File: src/rtl/red_pitaya_decimate_block_pkg.sv
// ============================================================================
// Module : red_pitaya_decimate_block_pkg
// Brief  : Shared pyrpl decimator constants, FSM encoding and L clamp helper.
// Rev    : 1.0
// ============================================================================
`default_nettype none

package red_pitaya_decimate_block_pkg;

    localparam int unsigned MAXLOG2_DEFAULT = 10;

    typedef logic [0:0] decim_state_t;
    localparam decim_state_t ST_FILL = 1'b0;
    localparam decim_state_t ST_RUN  = 1'b1;

    function automatic logic [3:0] clamp_log2(input logic [3:0] req, input int unsigned max_log2);
        logic [31:0] max_v;
        max_v = max_log2;
        return (32'(req) > max_v) ? max_v[3:0] : req;
    endfunction

endpackage

`default_nettype wire

File: src/rtl/red_pitaya_decimate_block_ctrl.sv
// ============================================================================
// Module : red_pitaya_decim_ctrl
// Brief  : Window counter, L-change/clear restart detection and FILL/RUN FSM.
// Rev    : 1.0
// ============================================================================
`default_nettype none

module red_pitaya_decim_ctrl
    import red_pitaya_decimate_block_pkg::*;
#(
    parameter int unsigned MAXLOG2 = MAXLOG2_DEFAULT
) (
    input  logic       clk,
    input  logic       rst_n,
    input  logic [3:0] l_eff,
    input  logic       clear,
    output logic       window_end,
    output logic       restart,
    output logic       settled
);

    localparam logic [MAXLOG2-1:0] ONE = MAXLOG2'(1);

    logic [3:0]         l_r;
    logic               fresh;
    logic [MAXLOG2-1:0] count;
    logic [MAXLOG2-1:0] last_count;
    decim_state_t       state;
    decim_state_t       state_next;

    // The first edge after reset loads L_r without counting as a change, so
    // that edge already holds sample 0 of the first window.
    assign restart    = clear | (~fresh & (l_eff != l_r));
    assign last_count = (ONE << l_eff) - ONE;
    assign window_end = ~restart & (count == last_count);

    always_ff @(posedge clk or negedge rst_n) begin
        if (!rst_n) begin
            l_r   <= 4'd0;
            fresh <= 1'b1;
            count <= '0;
        end else begin
            l_r   <= l_eff;
            fresh <= 1'b0;
            if (restart || window_end) begin
                count <= '0;
            end else begin
                count <= count + ONE;
            end
        end
    end

    always_ff @(posedge clk or negedge rst_n) begin
        if (!rst_n) begin
            state <= ST_FILL;
        end else begin
            state <= state_next;
        end
    end

    always_comb begin
        state_next = state;
        if (restart) begin
            state_next = ST_FILL;
        end else if (window_end) begin
            state_next = ST_RUN;
        end
    end

    always_comb begin
        settled = (state == ST_RUN);
    end

endmodule

`default_nettype wire

File: src/rtl/red_pitaya_decimate_block.sv
// ============================================================================
// Module : red_pitaya_decimate_block
// Brief  : Boxcar decimator by 2^L; define PYRPL_DECIM_ROUND_EN for rounding.
// Rev    : 1.0
// ============================================================================
`default_nettype none

module red_pitaya_decimate_block
    import red_pitaya_decimate_block_pkg::*;
#(
    parameter int unsigned SIGNALBITS = 14,
    parameter int unsigned MAXLOG2    = MAXLOG2_DEFAULT
) (
    input  logic                         clk_i,
    input  logic                         rstn_i,
    input  logic [3:0]                   log2_decim,
    input  logic                         clear_i,
    input  logic signed [SIGNALBITS-1:0] dat_i,
    output logic signed [SIGNALBITS-1:0] dat_o,
    output logic                         valid_o,
    output logic                         settled_o
);

    localparam int unsigned ACCW = SIGNALBITS + MAXLOG2;
    localparam logic signed [ACCW-1:0] ACC_ONE = ACCW'(1);

    logic [3:0]                   l_eff;
    logic                         window_end;
    logic                         restart;
    logic signed [ACCW-1:0]       acc;
    logic signed [ACCW-1:0]       sum;
    logic signed [ACCW-1:0]       round_add;
    logic signed [SIGNALBITS-1:0] dec_sample;

    assign l_eff = clamp_log2(log2_decim, MAXLOG2);

    red_pitaya_decim_ctrl #(
        .MAXLOG2 (MAXLOG2)
    ) u_ctrl (
        .clk        (clk_i),
        .rst_n      (rstn_i),
        .l_eff      (l_eff),
        .clear      (clear_i),
        .window_end (window_end),
        .restart    (restart),
        .settled    (settled_o)
    );

    assign sum = acc + ACCW'(dat_i);

`ifdef PYRPL_DECIM_ROUND_EN
    assign round_add = (l_eff == 4'd0) ? '0 : (ACC_ONE <<< (l_eff - 4'd1));
`else
    assign round_add = '0;
`endif

    // The average of 2^L W-bit samples always fits back into W bits.
    assign dec_sample = SIGNALBITS'((sum + round_add) >>> l_eff);

    always_ff @(posedge clk_i or negedge rstn_i) begin
        if (!rstn_i) begin
            acc     <= '0;
            dat_o   <= '0;
            valid_o <= 1'b0;
        end else if (restart) begin
            acc     <= '0;
            valid_o <= 1'b0;
        end else if (window_end) begin
            acc     <= '0;
            dat_o   <= dec_sample;
            valid_o <= 1'b1;
        end else begin
            acc     <= sum;
            valid_o <= 1'b0;
        end
    end

endmodule

`default_nettype wire

File: config.mk
export PLATFORM = sky130hd
export DESIGN_NAME = red_pitaya_decimate_block
export DESIGN_NICKNAME = d
export VERILOG_FILES = /design/src/rtl/red_pitaya_decimate_block_pkg.sv /design/src/rtl/red_pitaya_decimate_block_ctrl.sv /design/src/rtl/red_pitaya_decimate_block.sv
export SDC_FILE = /design/constraint.sdc
export NUM_CORES = 1
export LEC_CHECK = 0
export BUFFER_PORTS_ARGS = -buffer_cell sky130_fd_sc_hd__buf_4
export CAP_MARGIN = 20
export CORE_AREA = 4 4 99 101
export DETAILED_ROUTE_END_ITERATION = 10
export DIE_AREA = 0 0 103 105
export GPL_TIMING_DRIVEN = 0
export PLACE_DENSITY_LB_ADDON = 0.2
export SETUP_SLACK_MARGIN = 0.2
export SKIP_CTS_REPAIR_TIMING = 1
export SLEW_MARGIN = 40
export SYNTH_ARGS = -nofsm -noshare
export SYNTH_HDL_FRONTEND = slang
export SYNTH_SLANG_ARGS = --single-unit
export TNS_END_PERCENT = 1
File: constraint.sdc
create_clock -name clk_i -period 3.7 [get_ports clk_i]
set_clock_uncertainty 0.05 [all_clocks]
set_input_delay 0.555 -clock clk_i [delete_from_list [all_inputs] [get_ports clk_i]]
set_output_delay 0.555 -clock clk_i [all_outputs]
set_load 0.01 [all_outputs]
==> results of run 1 <==
through the flow:
step | power (mW) | hold slack (ns) | setup TNS [ns] | utilization, % | cell area (um^2)
global placement | 1.456 | 0.4241 | -14.61 | 58.96 | 5319
detailed placement | 1.470 | 0.4273 | -18.70 | 58.96 | 5319
finish | 1.857 | 0.2182 | 0 | 60.53 | 5460
CTS | 1.847 | 0.2467 | -3.722 | 59.99 | 5411
floorplan | 1.252 | 0.2094 | 0 | - | 4917
global route | 1.971 | 0.2720 | 0 | 60.53 | 5460
worst max-delay path: cells and delay by family:
kind	cells	cell delay [ns]
AO/OA/AOI/OAI	1	0.26
XOR/XNOR	2	0.32
adder cells (fa/ha/maj)	1	0.32
buffers and inverters	4	0.85
AND/OR/NAND/NOR	6	1.20
sequential cells by signal, summed over array words and instances, names as in the netlist:
signal,count
acc,24
dat_o,14
u_ctrl.count,10
u_ctrl.fresh,1
u_ctrl.l_r,4
u_ctrl.settled,1
valid_o,1
path summary, 6_finish.rpt:
kind                                     from  slack [ns]  cells after the start       end
worst min register to register       dat_o[0]        0.45                      2  dat_o[0]
worst max-delay path            log2_decim[2]        0.31                     14   acc[11]
min in group clk_i                   dat_o[0]        0.45                      2  dat_o[0]
worst max register to register         acc[4]        0.42                     10  dat_o[9]
worst min-delay path                   rstn_i        0.22                      1   acc[10]
max in group asynchronous              rstn_i        2.89                      1  dat_o[2]
layout make-up:
type                            count  area share, %
Buffer                             36          3.025
Inverter                           23          1.581
Sequential cell                    55          25.23
Clock inverter                      3         0.4354
Timing Repair Buffer               35          4.812
Multi-Input combinational cell    503          61.11
Tap cell                          111          2.544
Clock buffer                        5          1.260
synthesized netlist by cell type, drive strengths merged, types with 7 or more instances:
cell type and instances:
o311ai 9, nand2 55, or3 8, a31oi 7, nand4 7, a21oi 40, a211oi 16, dfrtp 54
and3 9, and2 11, buf 22, o31ai 8, xnor2 18, o211ai 14, mux2i 13, nor4 8
nand3 27, inv 23, a21o 7, nor2 69, nor2b 9, o21a 8, nand2b 8, o21ai 42
ha 25, nor3 15, clkbuf 14, xor2 14
metal layers:
layer	wire, um	vias to the layer above	GRT usage (%)
met5	0	-	0
met4	333	0	9.158
met3	802	29	3.672
met2	6716	162	42.25
met1	6528	2298	38.47
li1	-	2357	-
cells by family (layout without fill, tap and decap cells):
group | after synthesis | after routing
buf+inv | 59 | 102
xor+xnor | 32 | 32
flops | 55 | 55
other cells | 1 | 1
simple gates | 240 | 240
compound gates | 188 | 188
fa+ha+maj | 26 | 26
mux | 16 | 16
power by group through the flow:
stage	sequential, mW	combinational (mW)	clock [mW]
6_report	0.646	0.841	0.371
5_1_grt	0.649	0.922	0.400
4_1_cts	0.646	0.817	0.384
3_5_place_dp	0.658	0.812	0
3_3_place_gp	0.657	0.800	0
2_1_floorplan	0.654	0.598	0
==> summary.md, run 1 <==
| Metric | Value |
|---|---|
| Reg area | 1378 um^2 |
| Seq/Total Area, Yosys | 28.02% |
| Worst Tran Pin Value | 0.7409 ns |
| Clock power frac | 20.0% |
| Seq pwr share | 34.8% |
| CP Class | input pin to flop |
| Mean Syn Cell Area | 7.970 um^2 |
| Dominant cell type by area after synthesis | dfrtp_1 |
| WP data required | 3.84 ns |
| CP max FO | 10 |
| Port Buf Inserts | 35 |
| Fmax | 295.0 MHz |
| Clock Latency Late Sink | 0.33 ns |
| Nets | 706 |
| Vias in the first global route | 4808 |
| PD cells | 340.2 nW/um^2 |
| Final Setup Violations | 0 |
| Mapped Area | 4917 um^2 |
| Ports | 37 |
| Via count | 4846 |
| Simple-gate area share of the yosys netlist | 24.15% |
| Placed cell count | 763 |
| Hold Crit Class | input pin to async pin |
| Worst-path clk slew | 0.12 ns |
| Final setup margin | 0.3097 ns |
| Initial antenna violation count | 0 |
| Max cap viols | 0 |
| Post-synth EDFFs | 0 |
| Leakage | 2.412 nW |
| Hold Fails Final Rpt | 0 |
| Netlist cell types | 75 |
| Max clock buf depth | 2 |
| Synth top area share | 27.48% |
| CTS buffer count | 5 |
| Worst IR Drop VDD | 0.1779 mV |
| # clock sinks | 55 |
| Synth Area in Compound Gates | 27.00% |
| Initial core utilization | 54.51% |
| Routed Antenna Nets | 0 |
| Worst Path Arrival | 3.53 ns |
| Combinational power share | 45.3% |
| CTS tree | yes |
| Most common cell after layout, fill and taps aside | nor2_1 |
| Ant. Diodes | 0 |
| Asr flop ratio synth | 100.0% |
| Area Growth Syn to Fin | 11.04% |
| Sw Ratio | 42.31% |
| Setup crit end kind | flop |
| Post-route insts no fill | 771 |
| Share of post-route cells with drive strength above 1 | 14.55% |
| Die area | 10820 um^2 |
| Residual DRC | 0 |
| Multi-input logic area | 3337 um^2 |
| Net Count, Synth | 664 |
| Yosys warnings | 0 |
| Post-layout min period | 3.390 ns |
| Die span in y | 105 um |
| Most frequent cells in the layout | 68 x nor2_1, 55 x nand2_1, 54 x dfrtp_1, 35 x a21oi_1, 35 x buf_4 |
| Flops & latches, synth | 55 |
| Largest net degree at the start of global routing | 56 |
| Switch Pwr | 785.9 uW |
| Worst-path cell chain | buf_4, buf_2, nor2_4, nand3_1, ha_1, xnor2_2, xnor2_1, a211oi_1, nand3_1, nor4_2, nand2b_1, clkbuf_2, buf_2, nor2_1 |
| Status | finished clean |
| CORE AREA | 9021 um^2 |
| Int Pwr | 1.072 mW |
| Remaining global-route overflow | 0 |
| Place WS | -0.5134 ns |
| Num rows | 35 |
| Routed vias/inst | 6.285 |
| Synth top area cells | dfrtp_1 27%, ha_1 6.4%, nor2_1 5.3%, nand2_1 4.2%, a21oi_1 3.7% |
| CP max-delay cell | nor4_2 |
| Synth Instances | 617 |
| WL/cell | 18.65 um |
| CP peak stage delay | 0.37 ns |
| First-pass GRT wire length | 23.79 mm |
| Detailed Routing Iterations Pass 1 | 6 |
| Placer Congestion | 0.9345 |
| # fillers | 864 |
| Primary FF master, synth | dfrtp_1 |
| Dpl hpwl | 11.04 mm |
| Relative slew slack | 49.83% |
| Tot GR Track Use | 27.20% |
| Die W | 103 um |
| Final cycle utilization of the critical path | 91.63% |
| RSZ-0062 raised after global routing | true |
| Post-Route WL | 14.38 mm |
| H-tree levels | 2 |
| Root Driver | clkbuf_8 |
| Post-synthesis mux area share | 3.333% |
| Startpoint types | input pin |
| Starting DRT DRC Count | 462 |
| Largest family of logic cells by synthesized area | compound AO/OA/AOI/OAI gates |
| Final slew viol count | 0 |
| Post-Synth XOR/XNOR Area | 5.700% |
| Post-Synth Adder-Cell Area | 6.768% |
(Power assumes the default switching activity.)
==> run 2: changes to the inputs <==
--- a/config.mk
+++ b/config.mk
@@ -7,9 +7,9 @@
 export LEC_CHECK = 0
 export BUFFER_PORTS_ARGS = -buffer_cell sky130_fd_sc_hd__buf_4
 export CAP_MARGIN = 20
-export CORE_AREA = 4 4 99 101
+export CORE_AREA = 4 4 91 110
 export DETAILED_ROUTE_END_ITERATION = 10
-export DIE_AREA = 0 0 103 105
+export DIE_AREA = 0 0 95 114
 export GPL_TIMING_DRIVEN = 0
 export PLACE_DENSITY_LB_ADDON = 0.2
 export SETUP_SLACK_MARGIN = 0.2
==> summary.md, run 2 (synthesis results as in run 1) <==
| Metric | Value |
|---|---|
| Status | finished clean |
| Max clock buf depth | 2 |
| Overall power | 1.927 mW |
| Remaining global-route overflow | 0 |
| Largest net degree at the start of global routing | 56 |
| Worst Tran Pin Value | 0.7322 ns |
| Final slew viol count | 0 |
| Clock Latency Late Sink | 0.34 ns |
| Routed Antenna Nets | 0 |
| CTS buffer count | 5 |
| Max Used Layer | met4 |
| Dpl hpwl | 11.69 mm |
| Final cycle utilization of the critical path | 92.76% |
| Hold Fails Final Rpt | 0 |
| R2R Path Start | acc[7] |
| Hold WS | 0.2135 ns |
| Final Instance Area | 5490 um^2 |
| # fillers | 873 |
| Most frequent cells in the layout | 68 x nor2_1, 55 x nand2_1, 54 x dfrtp_1, 35 x a21oi_1, 35 x buf_4 |
| Setup crit end kind | flop |
| WL met2 | 7.456 mm |
| Routed length on met1 | 6.154 mm |
| Placed cell count | 772 |
| Final Setup Violations | 0 |
| CP max FO | 10 |
| Root Driver | clkbuf_8 |
| Post-layout min period | 3.432 ns |
| Placer Congestion | 0.9291 |
| Setup slack, reg-to-reg | 0.33 ns |
| Reg area | 1378 um^2 |
| Starting DRT DRC Count | 346 |
| Startpoint types | input pin |
| Via count | 4964 |
| First-pass GRT wire length | 24.42 mm |
| Initial antenna violation count | 0 |
| Die span in y | 114 um |
| Detailed Routing Iterations Pass 1 | 5 |
| Residual DRC | 0 |
| Largest register by flop count | acc |
| Num rows | 38 |
| Fmax | 291.4 MHz |
| WP data required | 3.85 ns |
| H-tree levels | 2 |
| PD cells | 351.0 nW/um^2 |
| Nets | 706 |
| Die W | 95 um |
| Placed Instance Area | 5330 um^2 |
| Ant. Diodes | 0 |
| Ports | 37 |
| Worst Path Arrival | 3.58 ns |
| RSZ-0062 raised after global routing | true |
| Most common cell after layout, fill and taps aside | nor2_1 |
| Max cap viols | 0 |
| Share of post-route cells with drive strength above 1 | 14.24% |
| Leakage | 2.418 nW |
| Initial core utilization | 55.01% |
| Worst-path clk slew | 0.11 ns |
| Die area | 10830 um^2 |
| # clock sinks | 55 |
| Post-Route WL | 15.12 mm |
| Routed wl met3 | 762 um |
| Largest register FFs | 24 |
| Hold Crit Class | input pin to async pin |
| Multi-input logic area | 3333 um^2 |
| CP Class | input pin to flop |
| CP Launch Point | log2_decim[2] |
| Port Buf Inserts | 35 |
| Tot GR Track Use | 28.98% |
| Routed vias/inst | 6.364 |
| Area Growth Syn to Fin | 11.65% |
| Worst IR Drop VDD | 0.1893 mV |
| Post-layout util | 61.42% |
| Top flop regs | acc: 24 flops, dat_o: 14 flops, u_ctrl.count: 10 flops |
| CORE AREA | 8939 um^2 |
| Relative slew slack | 51.19% |
| Post-route insts no fill | 780 |
| Vias in the first global route | 4925 |
| CTS tree | yes |
| WL/cell | 19.38 um |
run 2: final cells by class:
class | count | area share (%)
well taps | 120 | 2.735
clock buffers | 5 | 1.253
repair buffers | 35 | 4.786
inverters | 23 | 1.572
flip-flops and latches | 55 | 25.09
clock inverters | 3 | 0.8660
multi-input cells | 503 | 60.71
plain buffers | 36 | 2.985
run 2: per-layer routing:
metal  GRT usage, %  vias to the layer above
met4          15.01                        0
met5              0                        -
met3          3.562                       48
li1               -                     2359
met2          49.29                      203
met1          35.56                     2354
run 2: critical path, stage by stage:
cell and delay (ns):
buf_4 0.11, buf_2 0.20, nor2_4 0.25, nand3_1 0.12, ha_1 0.30, xnor2_1 0.23
xnor2_1 0.13, a211oi_1 0.27, nand3_1 0.20, nor4_2 0.42, nand2b_1 0.16, clkbuf_2 0.21
buf_2 0.32, nor2_1 0.10
run 2: metrics by stage:
stage	setup slack [ns]	TNS [ns]
2_1_floorplan	0.4923	0
3_3_place_gp	-0.4413	-14.59
3_5_place_dp	-0.4520	-14.89
4_1_cts	-0.1140	-1.840
5_1_grt	0.03732	0
6_report	0.2679	0
run 2: worst paths after layout:
| check | to | cells past startpoint |
|---|---|---|
| worst max-delay path | acc[11] | 14 |
| worst min-delay path | acc[10] | 1 |
| worst max register to register | dat_o[7] | 10 |
| worst min register to register | dat_o[8] | 2 |
| max in group asynchronous | dat_o[6] | 1 |
| min in group clk_i | dat_o[8] | 2 |
run 2: power by group:
| group | total, mW | leakage, nW | internal (mW) | switching (mW) |
|---|---|---|---|---|
| logic | 0.853 | 1.62 | 0.302 | 0.551 |
| registers | 0.646 | 0.743 | 0.632 | 0.0139 |
| clock network | 0.428 | 0.0587 | 0.206 | 0.222 |
| total | 1.93 | 2.42 | 1.14 | 0.787 |
==> run 3: changes to the inputs <==
--- a/config.mk
+++ b/config.mk
@@ -7,9 +7,9 @@
 export LEC_CHECK = 0
 export BUFFER_PORTS_ARGS = -buffer_cell sky130_fd_sc_hd__buf_4
 export CAP_MARGIN = 20
-export CORE_AREA = 4 4 91 110
+export CORE_AREA = 4 4 124 150
 export DETAILED_ROUTE_END_ITERATION = 10
-export DIE_AREA = 0 0 95 114
+export DIE_AREA = 0 0 128 154
 export GPL_TIMING_DRIVEN = 0
 export PLACE_DENSITY_LB_ADDON = 0.2
 export SETUP_SLACK_MARGIN = 0.2
==> summary.md, run 3 (synthesis results as in run 1) <==
| Metric | Value |
|---|---|
| Seq pwr share | 31.9% |
| Routed vias/inst | 5.436 |
| First-pass GRT wire length | 27.00 mm |
| Ant. Diodes | 0 |
| Startpoint types | input pin |
| Hold WS | 0.08779 ns |
| Fmax | 293.5 MHz |
| CP Launch Point | dat_i[0] |
| Die span in y | 154 um |
| CTS buffer count | 5 |
| Cell depth of the worst flop-to-flop path | 12 |
| Remaining global-route overflow | 0 |
| Largest register FFs | 24 |
| WP data required | 3.86 ns |
| Sw Ratio | 40.71% |
| Tot GR Track Use | 17.03% |
| # fillers | 1880 |
| CP peak stage delay | 0.41 ns |
| Die area | 19710 um^2 |
| CP Class | input pin to flop |
| Grt met2 use | 30.13% |
| Routed Antenna Nets | 0 |
| Worst Tran Pin Value | 0.7138 ns |
| CORE AREA | 17240 um^2 |
| Overall power | 2.018 mW |
| Leakage | 2.459 nW |
| Initial antenna violation count | 0 |
| Setup crit end kind | flop |
| Setup_tns | 0 ns |
| Max cap viols | 0 |
| Worst-path cell chain | buf_4, ha_1, inv_1, fa_1, nand2b_1, a21oi_4, o21ai_4, o31ai_1, xnor2_1, and3_1, nor4_2, a211oi_1, o31ai_1 |
| Setup slack, reg-to-reg | 0.31 ns |
| WL/cell | 18.75 um |
| Hold Fails Final Rpt | 0 |
| Area Growth Syn to Fin | 16.11% |
| Busiest grt layer | met2 |
| Max clock buf depth | 2 |
| Final Setup Violations | 0 |
| Share of post-route cells with drive strength above 1 | 15.49% |
| Int Pwr | 1.196 mW |
| Num rows | 53 |
| Port Buf Inserts | 35 |
| # clock sinks | 55 |
| Worst IR Drop VDD | 0.1676 mV |
| Clock power frac | 25.1% |
| Relative slew slack | 51.81% |
| R2R Path Start | acc[0] |
| Post-layout min period | 3.407 ns |
| Final slew viol count | 0 |
| Multi-input logic area | 3336 um^2 |
| Largest register by flop count | acc |
| Combinational power share | 43.0% |
| Status | finished clean |
| Post-route insts no fill | 885 |
| Nets | 711 |
| Detailed Routing Iterations Pass 1 | 5 |
| Hold Crit Class | input pin to async pin |
| Worst-path clk slew | 0.09 ns |
| Post-Route WL | 16.60 mm |
| Residual DRC | 0 |
| Worst Path Arrival | 3.57 ns |
| Vias in the first global route | 4861 |
| Final cycle utilization of the critical path | 92.09% |
| Largest net degree at the start of global routing | 56 |
| CP delay by family, top | compound AO/OA/AOI/OAI gates |
| Switch Pwr | 821.6 uW |
| Met3 usage in global routing | 2.189% |
| Met1 usage | 21.53% |
| Die W | 128 um |
| Initial core utilization | 28.52% |
| Placed cell count | 872 |
| CP Buf/Inv Count | 2 |
| Ports | 37 |
| R2r endpoint | dat_o[12] |
| Top flop regs | acc: 24 flops, dat_o: 14 flops, u_ctrl.count: 10 flops |
| PD cells | 353.5 nW/um^2 |
| Reg area | 1378 um^2 |
| Clock Latency Late Sink | 0.32 ns |
| H-tree levels | 2 |
| CTS tree | yes |
| Root Driver | clkbuf_16 |
| Dpl hpwl | 12.98 mm |
| CP max-delay cell | o31ai_1 |
| Worst path most repeated cell | o31ai_1 |
| CP max FO | 6 |
| RSZ-0062 raised after global routing | true |
| Most frequent cells in the layout | 68 x nor2_1, 55 x nand2_1, 54 x dfrtp_1, 40 x buf_4, 35 x a21oi_1 |
| Via count | 4811 |
| Post-layout util | 33.11% |
| Most common cell after layout, fill and taps aside | nor2_1 |
| Placer Congestion | 0.9285 |
| Starting DRT DRC Count | 313 |
==> run 3: cell types whose count changed in the layout (fill, tap and decap cells not counted), sizes merged <==
| cell | change |
|---|---|
| buf | +5 |
| bufinv | -1 |
| clkbuf | +1 |
| clkinv | -1 |
| clkinvlp | +2 |
| inv | -1 |
==> run 3: worst reg2reg max path, cell delays in order, from the launching register on <==
cell and delay [ns]:
dfrtp_1 0.32, ha_1 0.16, inv_1 0.06, fa_1 0.39
nand2b_1 0.22, a21oi_4 0.26, o21ai_4 0.12, o31ai_1 0.41
xnor2_1 0.24, and3_1 0.25, nor4_2 0.38, a211oi_1 0.15
o31ai_1 0.28
==> run 3: layout make-up <==
type | count | share of cell area, %
multi-input cells | 503 | 58.43
flip-flops and latches | 55 | 24.13
repair buffers | 40 | 5.479
well taps | 220 | 4.821
plain buffers | 36 | 3.024
clock buffers | 6 | 2.257
inverters | 23 | 1.578
clock inverters | 2 | 0.2849
==> run 3: worst max-delay path by stage <==
stage           endpoint  slack [ns]  depth (start not counted)
5_1_grt        dat_o[12]        0.15                         12
3_3_place_gp     acc[11]       -0.57                         14
4_1_cts          acc[15]       -0.22                         14
6_report       dat_o[12]        0.29                         13
2_1_floorplan  dat_o[10]        0.49                         14
3_5_place_dp     acc[15]       -0.55                         14
==> run 3: power by group through the flow <==
stage | sequential (mW) | clock, mW | combinational, mW
global placement | 0.656 | 0 | 0.843
detailed placement | 0.657 | 0 | 0.844
floorplan | 0.654 | 0 | 0.598
finish | 0.645 | 0.506 | 0.868
CTS | 0.645 | 0.522 | 0.850
global route | 0.648 | 0.544 | 0.962
==> run 3: metal layers <==
| layer | up-vias | share of wire [%] | routed length (um) |
|---|---|---|---|
| li1 | 2363 | - | - |
| met1 | 2317 | 43 | 7201 |
| met2 | 103 | 51 | 8478 |
| met3 | 28 | 2.6 | 439 |
| met4 | 0 | 2.9 | 476 |
| met5 | - | 0 | 0 |
==> run 3: per-stage QoR <==
step	worst slack [ns]	cell area (um^2)
6_report	0.2927	5709
5_1_grt	0.1515	5709
4_1_cts	-0.2243	5600
3_5_place_dp	-0.5484	5455
3_3_place_gp	-0.5696	5455
2_1_floorplan	0.4923	4917
